**src/rtl/mdr_result_stage_pkg.sv**
```systemverilog
// Purpose: shared types and defaults for the MDR result stage.
// Latency: n/a (types and constants only).
// Backpressure: n/a.
// Contents: mdr_mode_e, result_entry_t {data, rem, err}, default DW/DEPTH.
package pkg_system_mdr;

  localparam int MDR_DW    = 16;
  localparam int MDR_DEPTH = 4;

  typedef enum logic [1:0] {
    MULT = 2'd0,
    DIV  = 2'd1,
    SQRT = 2'd2,
    RSVD = 2'd3
  } mdr_mode_e;

  // Entry layout at the default width; the top mirrors this layout at its
  // own DW so the stage stays parametric.
  typedef struct packed {
    logic [MDR_DW-1:0] data;
    logic [MDR_DW-1:0] rem;
    logic              err;
  } result_entry_t;

endpackage

```
**src/rtl/mdr_result_stage_if.sv**
```systemverilog
// Purpose: handshake/bus bundle between the MDR datapath, result stage and consumer.
// Latency: n/a (wires only).
// Backpressure: i_ready from consumer; o_full/o_drop report buffer state.
// Ports: i_flag/i_mode/i_acc/i_neg/i_rneg/i_dz strobe in an operation result,
//        i_ready pops the head, o_* present the head entry and buffer status.
interface mdr_result_stage_if
  import pkg_system_mdr::*;
#(
  parameter int DW    = MDR_DW,
  parameter int DEPTH = MDR_DEPTH
);

  logic                     i_flag;
  logic [1:0]               i_mode;
  logic [2*DW:0]            i_acc;
  logic                     i_neg;
  logic                     i_rneg;
  logic                     i_dz;
  logic                     i_ready;
  logic                     o_valid;
  logic [DW-1:0]            o_data;
  logic [DW-1:0]            o_rem;
  logic                     o_err;
  logic                     o_full;
  logic [$clog2(DEPTH):0]   o_count;
  logic                     o_drop;

  // master: datapath/consumer side; slave: the result stage
  modport master (
    output i_flag, i_mode, i_acc, i_neg, i_rneg, i_dz, i_ready,
    input  o_valid, o_data, o_rem, o_err, o_full, o_count, o_drop
  );

  modport slave (
    input  i_flag, i_mode, i_acc, i_neg, i_rneg, i_dz, i_ready,
    output o_valid, o_data, o_rem, o_err, o_full, o_count, o_drop
  );

endinterface

```
**src/rtl/mdr_result_stage_fifo.sv**
```systemverilog
// Purpose: DEPTH-entry FIFO holding formatted results (mdr_result_fifo).
// Latency: 1 cycle push-to-valid; head read is combinational from registered state.
// Backpressure: push refused when full unless a pop happens the same cycle; refusal pulses o_drop.
// Ports: clk/rst, i_push/i_wdata write side, i_pop read side, o_rdata head,
//        o_valid/o_full/o_count status, o_drop refused-push pulse.
module mdr_result_fifo #(
  parameter int DW    = 16,
  parameter int DEPTH = 4
) (
  input  logic                     clk,
  input  logic                     rst,
  input  logic                     i_push,
  input  logic [2*DW:0]            i_wdata,
  input  logic                     i_pop,
  output logic [2*DW:0]            o_rdata,
  output logic                     o_valid,
  output logic                     o_full,
  output logic [$clog2(DEPTH):0]   o_count,
  output logic                     o_drop
);

  localparam int AW = $clog2(DEPTH);
  localparam int CW = AW + 1;
  localparam int W  = 2*DW + 1;

  logic [W-1:0]  r_mem [DEPTH];
  logic [AW-1:0] r_wr_ptr;
  logic [AW-1:0] r_rd_ptr;
  logic [CW-1:0] r_count;
  logic          r_drop;

  logic w_full;
  logic w_valid;
  logic w_pop;
  logic w_push;

  assign w_full  = (r_count == CW'(DEPTH));
  assign w_valid = (r_count != '0);
  assign w_pop   = w_valid & i_pop;
  // When full, a same-cycle pop frees the slot the write lands in.
  assign w_push  = i_push & (~w_full | w_pop);

  always_ff @(posedge clk or posedge rst) begin
    if (rst) begin
      r_wr_ptr <= '0;
      r_rd_ptr <= '0;
      r_count  <= '0;
      r_drop   <= 1'b0;
    end else begin
      r_drop <= i_push & ~w_push;
      // Pointers wrap naturally: DEPTH is a power of two.
      if (w_push) r_wr_ptr <= r_wr_ptr + AW'(1);
      if (w_pop)  r_rd_ptr <= r_rd_ptr + AW'(1);
      case ({w_push, w_pop})
        2'b10:   r_count <= r_count + CW'(1);
        2'b01:   r_count <= r_count - CW'(1);
        default: r_count <= r_count;
      endcase
    end
  end

  // Storage is not reset; an empty buffer masks the head to zero instead.
  always_ff @(posedge clk) begin
    if (w_push) r_mem[r_wr_ptr] <= i_wdata;
  end

  assign o_rdata = w_valid ? r_mem[r_rd_ptr] : '0;
  assign o_valid = w_valid;
  assign o_full  = w_full;
  assign o_count = r_count;
  assign o_drop  = r_drop;

endmodule

```
**src/rtl/mdr_result_stage.sv**
```systemverilog
// Purpose: formats MDR datapath results (mult/div/sqrt) and buffers them for a consumer.
// Latency: 1 cycle from i_flag to o_valid when the buffer is empty.
// Backpressure: holds head while i_ready low; strobes arriving when full are dropped (o_drop).
// Ports: clk, rst (async, active-high), bus (slave modport of mdr_result_stage_if).
module mdr_result_stage
  import pkg_system_mdr::*;
#(
  parameter int DW    = MDR_DW,
  parameter int DEPTH = MDR_DEPTH
) (
  input logic                clk,
  input logic                rst,
  mdr_result_stage_if.slave  bus
);

  typedef struct packed {
    logic [DW-1:0] data;
    logic [DW-1:0] rem;
    logic          err;
  } entry_t;

  logic [2*DW-1:0] w_p;
  logic [2*DW-1:0] w_pn;
  logic [DW-1:0]   w_lo;
  logic [DW-1:0]   w_hi;
  logic [DW:0]     w_top;
  logic            w_unused_acc0;
  entry_t          w_wr_entry;
  entry_t          w_rd_entry;

  // Bit 0 of the accumulator is a datapath guard bit, not part of the result.
  assign w_p           = bus.i_acc[2*DW:1];
  assign w_unused_acc0 = bus.i_acc[0];
  assign w_lo          = w_p[DW-1:0];
  assign w_hi          = w_p[2*DW-1:DW];
  assign w_pn          = bus.i_neg ? -w_p : w_p;
  // The signed product fits DW bits only if the high half is pure sign extension.
  assign w_top         = w_pn[2*DW-1:DW-1];

  always_comb begin
    w_wr_entry = '0;
    case (mdr_mode_e'(bus.i_mode))
      MULT: begin
        w_wr_entry.data = w_pn[DW-1:0];
        w_wr_entry.rem  = w_pn[2*DW-1:DW];
        w_wr_entry.err  = ~((&w_top) | ~(|w_top));
      end
      DIV: begin
        w_wr_entry.data = bus.i_neg  ? -w_lo : w_lo;
        w_wr_entry.rem  = bus.i_rneg ? -w_hi : w_hi;
        w_wr_entry.err  = bus.i_dz;
      end
      SQRT: begin
        w_wr_entry.data = w_lo;
        w_wr_entry.rem  = w_hi;
        w_wr_entry.err  = 1'b0;
      end
      default: begin
        w_wr_entry.err = 1'b1;
      end
    endcase
  end

  mdr_result_fifo #(
    .DW    (DW),
    .DEPTH (DEPTH)
  ) u_fifo (
    .clk     (clk),
    .rst     (rst),
    .i_push  (bus.i_flag),
    .i_wdata (w_wr_entry),
    .i_pop   (bus.i_ready),
    .o_rdata (w_rd_entry),
    .o_valid (bus.o_valid),
    .o_full  (bus.o_full),
    .o_count (bus.o_count),
    .o_drop  (bus.o_drop)
  );

  assign bus.o_data = w_rd_entry.data;
  assign bus.o_rem  = w_rd_entry.rem;
  assign bus.o_err  = w_rd_entry.err;

endmodule

```
**src/flat_wrapper.sv**
```systemverilog
// flat-port wrapper written by rule: the top's interface ports become plain ports
module mdr_result_stage_flat import pkg_system_mdr::*;
#(
  parameter int DW    = MDR_DW,
  parameter int DEPTH = MDR_DEPTH
)
  (clk, rst, bus_i_flag, bus_i_mode, bus_i_acc, bus_i_neg, bus_i_rneg, bus_i_dz, bus_i_ready, bus_o_valid, bus_o_data, bus_o_rem, bus_o_err, bus_o_full, bus_o_count, bus_o_drop);
  mdr_result_stage_if #(.DW(DW), .DEPTH(DEPTH)) bus_i ();
  input logic clk;
  input logic rst;
  input wire logic [$bits(bus_i.i_flag)-1:0] bus_i_flag;
  input wire logic [$bits(bus_i.i_mode)-1:0] bus_i_mode;
  input wire logic [$bits(bus_i.i_acc)-1:0] bus_i_acc;
  input wire logic [$bits(bus_i.i_neg)-1:0] bus_i_neg;
  input wire logic [$bits(bus_i.i_rneg)-1:0] bus_i_rneg;
  input wire logic [$bits(bus_i.i_dz)-1:0] bus_i_dz;
  input wire logic [$bits(bus_i.i_ready)-1:0] bus_i_ready;
  output wire logic [$bits(bus_i.o_valid)-1:0] bus_o_valid;
  output wire logic [$bits(bus_i.o_data)-1:0] bus_o_data;
  output wire logic [$bits(bus_i.o_rem)-1:0] bus_o_rem;
  output wire logic [$bits(bus_i.o_err)-1:0] bus_o_err;
  output wire logic [$bits(bus_i.o_full)-1:0] bus_o_full;
  output wire logic [$bits(bus_i.o_count)-1:0] bus_o_count;
  output wire logic [$bits(bus_i.o_drop)-1:0] bus_o_drop;
  assign bus_i.i_flag = bus_i_flag;
  assign bus_i.i_mode = bus_i_mode;
  assign bus_i.i_acc = bus_i_acc;
  assign bus_i.i_neg = bus_i_neg;
  assign bus_i.i_rneg = bus_i_rneg;
  assign bus_i.i_dz = bus_i_dz;
  assign bus_i.i_ready = bus_i_ready;
  assign bus_o_valid = bus_i.o_valid;
  assign bus_o_data = bus_i.o_data;
  assign bus_o_rem = bus_i.o_rem;
  assign bus_o_err = bus_i.o_err;
  assign bus_o_full = bus_i.o_full;
  assign bus_o_count = bus_i.o_count;
  assign bus_o_drop = bus_i.o_drop;
  mdr_result_stage #(.DW(DW), .DEPTH(DEPTH)) u_core (.clk(clk), .rst(rst), .bus(bus_i));
endmodule
```
**config.mk**
```make
export PLATFORM = sky130hd
export DESIGN_NAME = mdr_result_stage_flat
export DESIGN_NICKNAME = d
export VERILOG_FILES = /design/src/rtl/mdr_result_stage_pkg.sv /design/src/rtl/mdr_result_stage_if.sv /design/src/rtl/mdr_result_stage_fifo.sv /design/src/rtl/mdr_result_stage.sv /design/src/flat_wrapper.sv
export SDC_FILE = /design/constraint.sdc
export NUM_CORES = 1
export LEC_CHECK = 0
export BUFFER_PORTS_ARGS = -buffer_cell sky130_fd_sc_hd__buf_2
export CORE_MARGIN = 8
export CORE_UTILIZATION = 59
export DETAILED_ROUTE_END_ITERATION = 8
export PLACE_DENSITY = 0.8
export SYNTH_ARGS = -nofsm -noshare
export SYNTH_HDL_FRONTEND = slang
export SYNTH_HIERARCHICAL = 1
export SYNTH_SLANG_ARGS = --single-unit
```
**constraint.sdc**
```tcl
create_clock -name clk -period 2.2 [get_ports clk]
set_input_delay 0.11 -clock clk [delete_from_list [all_inputs] [get_ports clk]]
set_output_delay 0.11 -clock clk [all_outputs]
set_load 0.01 [all_outputs]
```
* Word level (Yosys, flattened, before mapping)
Memory sizes are Yosys's and may differ from the RTL's.
Index checks and enable logic that the tools add are counted.
Widths: inputs -> output; s select.
** Storage, ports and cells
- Bits in latches :: 0
- Bits in read-only memories :: 0
- Bits in writable memories :: 132
- Register bits after elaboration :: 8
- Memories :: 1
- Word-level logic and storage cells :: 40
- Output and inout bits :: 39
- Input bits :: 42
** Operators by class
- Bitwise gates (word level) :: 9
- Reductions and logical operators :: 5
- Divide/modulo/power cells :: 0
- Equal/unequal tests :: 5
- Multiply operators :: 0
- Shift operators :: 0
- Magnitude comparators :: 0
- $add $sub $neg :: 7
- Multiplexer cells :: 9
** Memory list
- u_core.u_fifo.r_mem :: depth 4, width 33, rd ports 1, clocked after Yosys merged registers in 0, wr ports 1, RTL line mdr_result_stage_fifo.sv:26 : logic [W-1:0] r_mem [DEPTH];
** Operators by type and width (count)
- $pmux 32 s3 :: 1
- $mux 33 :: 1
- $mux 16 :: 2
- $mux 32 :: 1
- $neg 16->16 :: 2
- $neg 32->32 :: 1
- $reduce_and 17->1 :: 1
- $reduce_or 17->1 :: 1
- $pmux 3 s2 :: 1
- $add 2x1->2 const B :: 2
- $eq 2x1->1 const B :: 2
- $eq 2x2->1 const B :: 2
- $not 1->1 :: 4
- $add 3x1->3 const B :: 1
- $and 1x1->1 :: 3
- $eq 3x3->1 const B :: 1
- $pmux 1 s3 :: 1
- $reduce_bool 3->1 :: 1
- $sub 3x1->3 const B :: 1
- $logic_not 2->1 :: 1
- $mux 1 :: 2
- $or 1x1->1 :: 2
- $reduce_bool 2->1 :: 1

* Longest topological paths before layout
- Word-level depth :: 7
- Gate-level depth with buffers :: 10
- Gate-level depth less buffers :: 9

* Cells and area by module
The synthesis kept the hierarchy.
** Modules (own cells, without submodules)
- mdr_result_fifo :: cells an instance 265, area each 5542.8 um^2, instances 1, seq. area each 4164.0 um^2
- mdr_result_stage :: cells an instance 295, area each 1839.3 um^2, instances 1, seq. area each 0.0 um^2

* Worst setup path before layout
OpenSTA, ideal clock, no wires.
- Path type :: input to register
- Start point :: in bus_i_acc[17]
- End point :: mem u_core/u_fifo/r_mem[0][0] (netlist name), data pin
- Arrival :: 2.626 ns
- Library setup time :: 0.265 ns
- Slack :: -0.692 ns
- Path buffers :: 1
- Stages :: 10
- Data required time :: 1.935 ns
- Cells stage by stage :: clkbuf_1 -> inv_1 -> ha_1 -> or3b_2 -> nor3_1 -> a21oi_1 -> mux2i_1 -> or4b_1 -> or4b_1 -> o211a_1
** RTL lines
- start, declared :: RTL line flat_wrapper.sv:13 : input wire logic [$bits(bus_i.i_acc)-1:0] bus_i_acc;
- end, declared :: RTL line mdr_result_stage_fifo.sv:26

==> run metrics <==
outcome complete, but fails checks; violated checks negative setup slack; ANT nets after route 0; crit-path max FO 5; CTS H-tree lvls 4; Num CTS Buffers 17; WL/cell 20.2 microns; Slew HR 57.9%; Chip Height 128 microns; CP cell instances buf_8 > or3_4 > nand4b_4 > buf_4 > o311ai_4 > nand4_1 > or4b_4 > or4b_1 > o211a_1; vias per cell 5.91; Worst Setup Slack, final -294 ps; Overall Power 10.4 mW; origin of the critical flop-to-flop path u_core/u_fifo/o_count[0]; pwr dens 1080 nW/um^2; number of synthesized register bits 140; HP Class in2reg; Cell Area, Placed 8730 sq um; area grow syn2layout 29.8%; Setup CP Type in2reg; Final Max Slew Viols 0; diode count 0; clock tree buffer depth 2; Crit path required time 2350 ps; RSZ-0062 raised after global routing true; ys async rst share 5.71%; syn nets 609; Nets 784; register area share after synthesis 56.4%; GRT Max-Usage Layer met2; Worst-Margin Slew 626 ps; Mean Syn Cell Area 13.2 sq um; critical path arrival 2640 ps; Port Buf Inserts 79; Hold Fails Final Rpt 0; Slowest-stage cell, CP or4b_1; CP bufs+invs 2; DR vias 5,441; mapped cell area 7380 sq um; EDFF count, synth 132; period utilisation layout 113%; Final GP Congestion 0.901; total track usage 23.6%; layout cell share with drive strength beyond 1 40.1%; WHS 51.1 ps; crit-path leading delay family simple AND/OR/NAND/NOR gates; Finished Cell Area 9580 sq um; Die ar. 16,300 sq um; register area 4170 sq um; final setup violation count 4; Register-to-Register Path Depth 4; number of fill cells 750; CTS Sinks 140; initial antenna violation count 0; Rows 41; met3 Usage GRT 4.53%; Ports 81; CTS root buf clkbuf_16; Post-Synth Simple-Gate Area 14.3%; CP Launch Point bus_i_acc[2]; R2R Path End u_core/u_fifo/o_count[1]; mux cell area share after synthesis 11.4%; clock skew 10.0 ps; worst IR drop on VDD 0.587 mV; total iterations of the first detailed-routing run 5; R2R Setup Slk 350 ps; CP Capture Type flip-flop; Netlist cell types 67; CP Depth 9; crit-path max cell delay 510 ps; Worst-path clk slew 60 ps; DRT iter0 DRCs 516; crit path capture u_core/u_fifo/r_mem[0][0]; core area 12,400 sq um; Yosys warning total 6; first-pass GRT wire length 29.4 mm; setup tns final -1170 ps; Synth Instances 560; adder-cell share of the synthesized area 1.29%; Initial Util 59.5%; area of the multi-input gates 3140 sq um; largest net degree at the start of global routing 37; largest family of logic cells by synthesized area simple AND/OR/NAND/NOR gates; Die Wd 128 microns; DR DRC count 0; Detailed Place HPWL 12.6 mm; Tmin final 2490 ps; XOR/XNOR Fraction of Synth Area 3.20%; Synth Area in Compound Gates 9.66%; most frequent cells in the layout edfxtp_1 (132), buf_4 (109), buf_2 (75); max-cap viol count 0; met2 Resource Use GR 40.9%; vias in the first global route 5,696; fmax 0.401 GHz; GR Overflow Total 0; final core utilization 77.2%; met1 GRT Util 28.2%; CTS tree yes; Setup crit start kind primary input; Static Leak 3.64 nW; top_reg_cell synth edfxtp_1; clk_lat worst skew 420 ps; commonest non-fill, non-tap cell in the layout edfxtp_1; DRT Wirelength 18.6 mm
==> power by group <==
part           internal (mW)  switching, mW
combinational           1.81           1.95
clock                   1.79           1.07
sequential              3.57          0.191
total                   7.17           3.21
==> registers in the layout, indices dropped and copies added, names as in the netlist <==
| name | cells |
|---|---|
| u_core/u_fifo/r_rd_ptr | 2 |
| u_core/u_fifo/o_drop | 1 |
| u_core/u_fifo/o_count | 3 |
| u_core/u_fifo/r_wr_ptr | 2 |
| u_core/u_fifo/r_mem | 132 |
==> worst min-delay path, stage by stage <==
cell	delay, ps
buf_2	170
nand2_1	90
xnor2_1	60
==> cell usage after synthesis, types with 2 or more instances <==
cell	count	area (sq um)
a22o_1	5	43.8
and2_2	4	30.0
nor2_1	27	101
xnor2_1	18	158
nand3_1	17	85.1
xor2_1	9	78.8
edfxtp_1	132	3960
buf_2	8	40.0
nand4b_1	2	17.5
o31ai_1	9	67.6
o32ai_1	2	17.5
nor3_2	2	20.0
and3_1	2	12.5
o41ai_1	3	26.3
o32a_1	2	20.0
o21ai_0	36	180
nand2b_1	2	12.5
dfrtp_1	8	200
o311a_1	2	20.0
nand2_1	40	150
nor3_1	10	50.1
ha_1	6	75.1
inv_1	17	63.8
a32o_1	2	20.0
a32oi_1	4	35.0
or4b_1	3	30.0
o211ai_1	6	45.0
nand3b_1	6	45.0
nor4_1	6	37.5
nor4b_2	2	30.0
clkbuf_1	25	93.8
or3_1	5	31.3
and2_1	33	206
mux4_2	33	743
nor2b_1	6	37.5
nand4_1	6	37.5
o31a_1	2	17.5
mux2i_1	7	70.1
buf_6	6	67.6
o311ai_1	2	17.5
a21oi_1	17	85.1
==> layer usage <==
layer	part of all wire, %	vias to the layer above
met3	5.8	24
li1	-	2509
met1	40	2725
met4	1.8	0
met2	52	183
met5	0	-
==> cells by family (layout without fill, tap and decap cells) <==
| kind of cell | Yosys count | count (layout) |
|---|---|---|
| compound gates | 103 | 103 |
| xor+xnor | 27 | 27 |
| fa+ha+maj | 7 | 7 |
| buf+inv | 58 | 246 |
| flops | 140 | 140 |
| mux | 42 | 42 |
| simple gates | 183 | 183 |
==> timing repair <==
action	in CTS	in global routing
pin swaps	6	15
endpoints found under the setup margin	4	8
buffers inserted	6	2
gates cloned	0	0
hold buffers	1	0
hold endpoints to repair	8	0
resized for setup	14	17
==> area by class of cell <==
class                      instances  share of cell area (%)
sequential                       140                    43.5
multi-input combinational        362                    32.8
timing repair buffer             196                    14.4
clock buffer                      19                    4.52
tap                              172                    2.25
clock inverter                    13                    1.78
inverter                          18                   0.731
==> stage by stage <==
step	worst slack [ps]	std cells
finish	-294	920
floorplan	-452	560
CTS	-282	918
detailed placement	-831	879
global placement	-790	879
global route	-341	920
==> worst min path at each step <==
stage                     start                        end  depth (start not counted)
finish              bus_i_ready  u_core/u_fifo/r_rd_ptr[0]                          3
global route        bus_i_ready  u_core/u_fifo/r_rd_ptr[0]                          3
CTS                 bus_i_ready  u_core/u_fifo/r_rd_ptr[0]                          3
detailed placement          rst   u_core/u_fifo/o_count[1]                          2
global placement            rst   u_core/u_fifo/o_count[1]                          2
floorplan                   rst   u_core/u_fifo/o_count[0]                          1
Power figures use the tool's default switching activity.
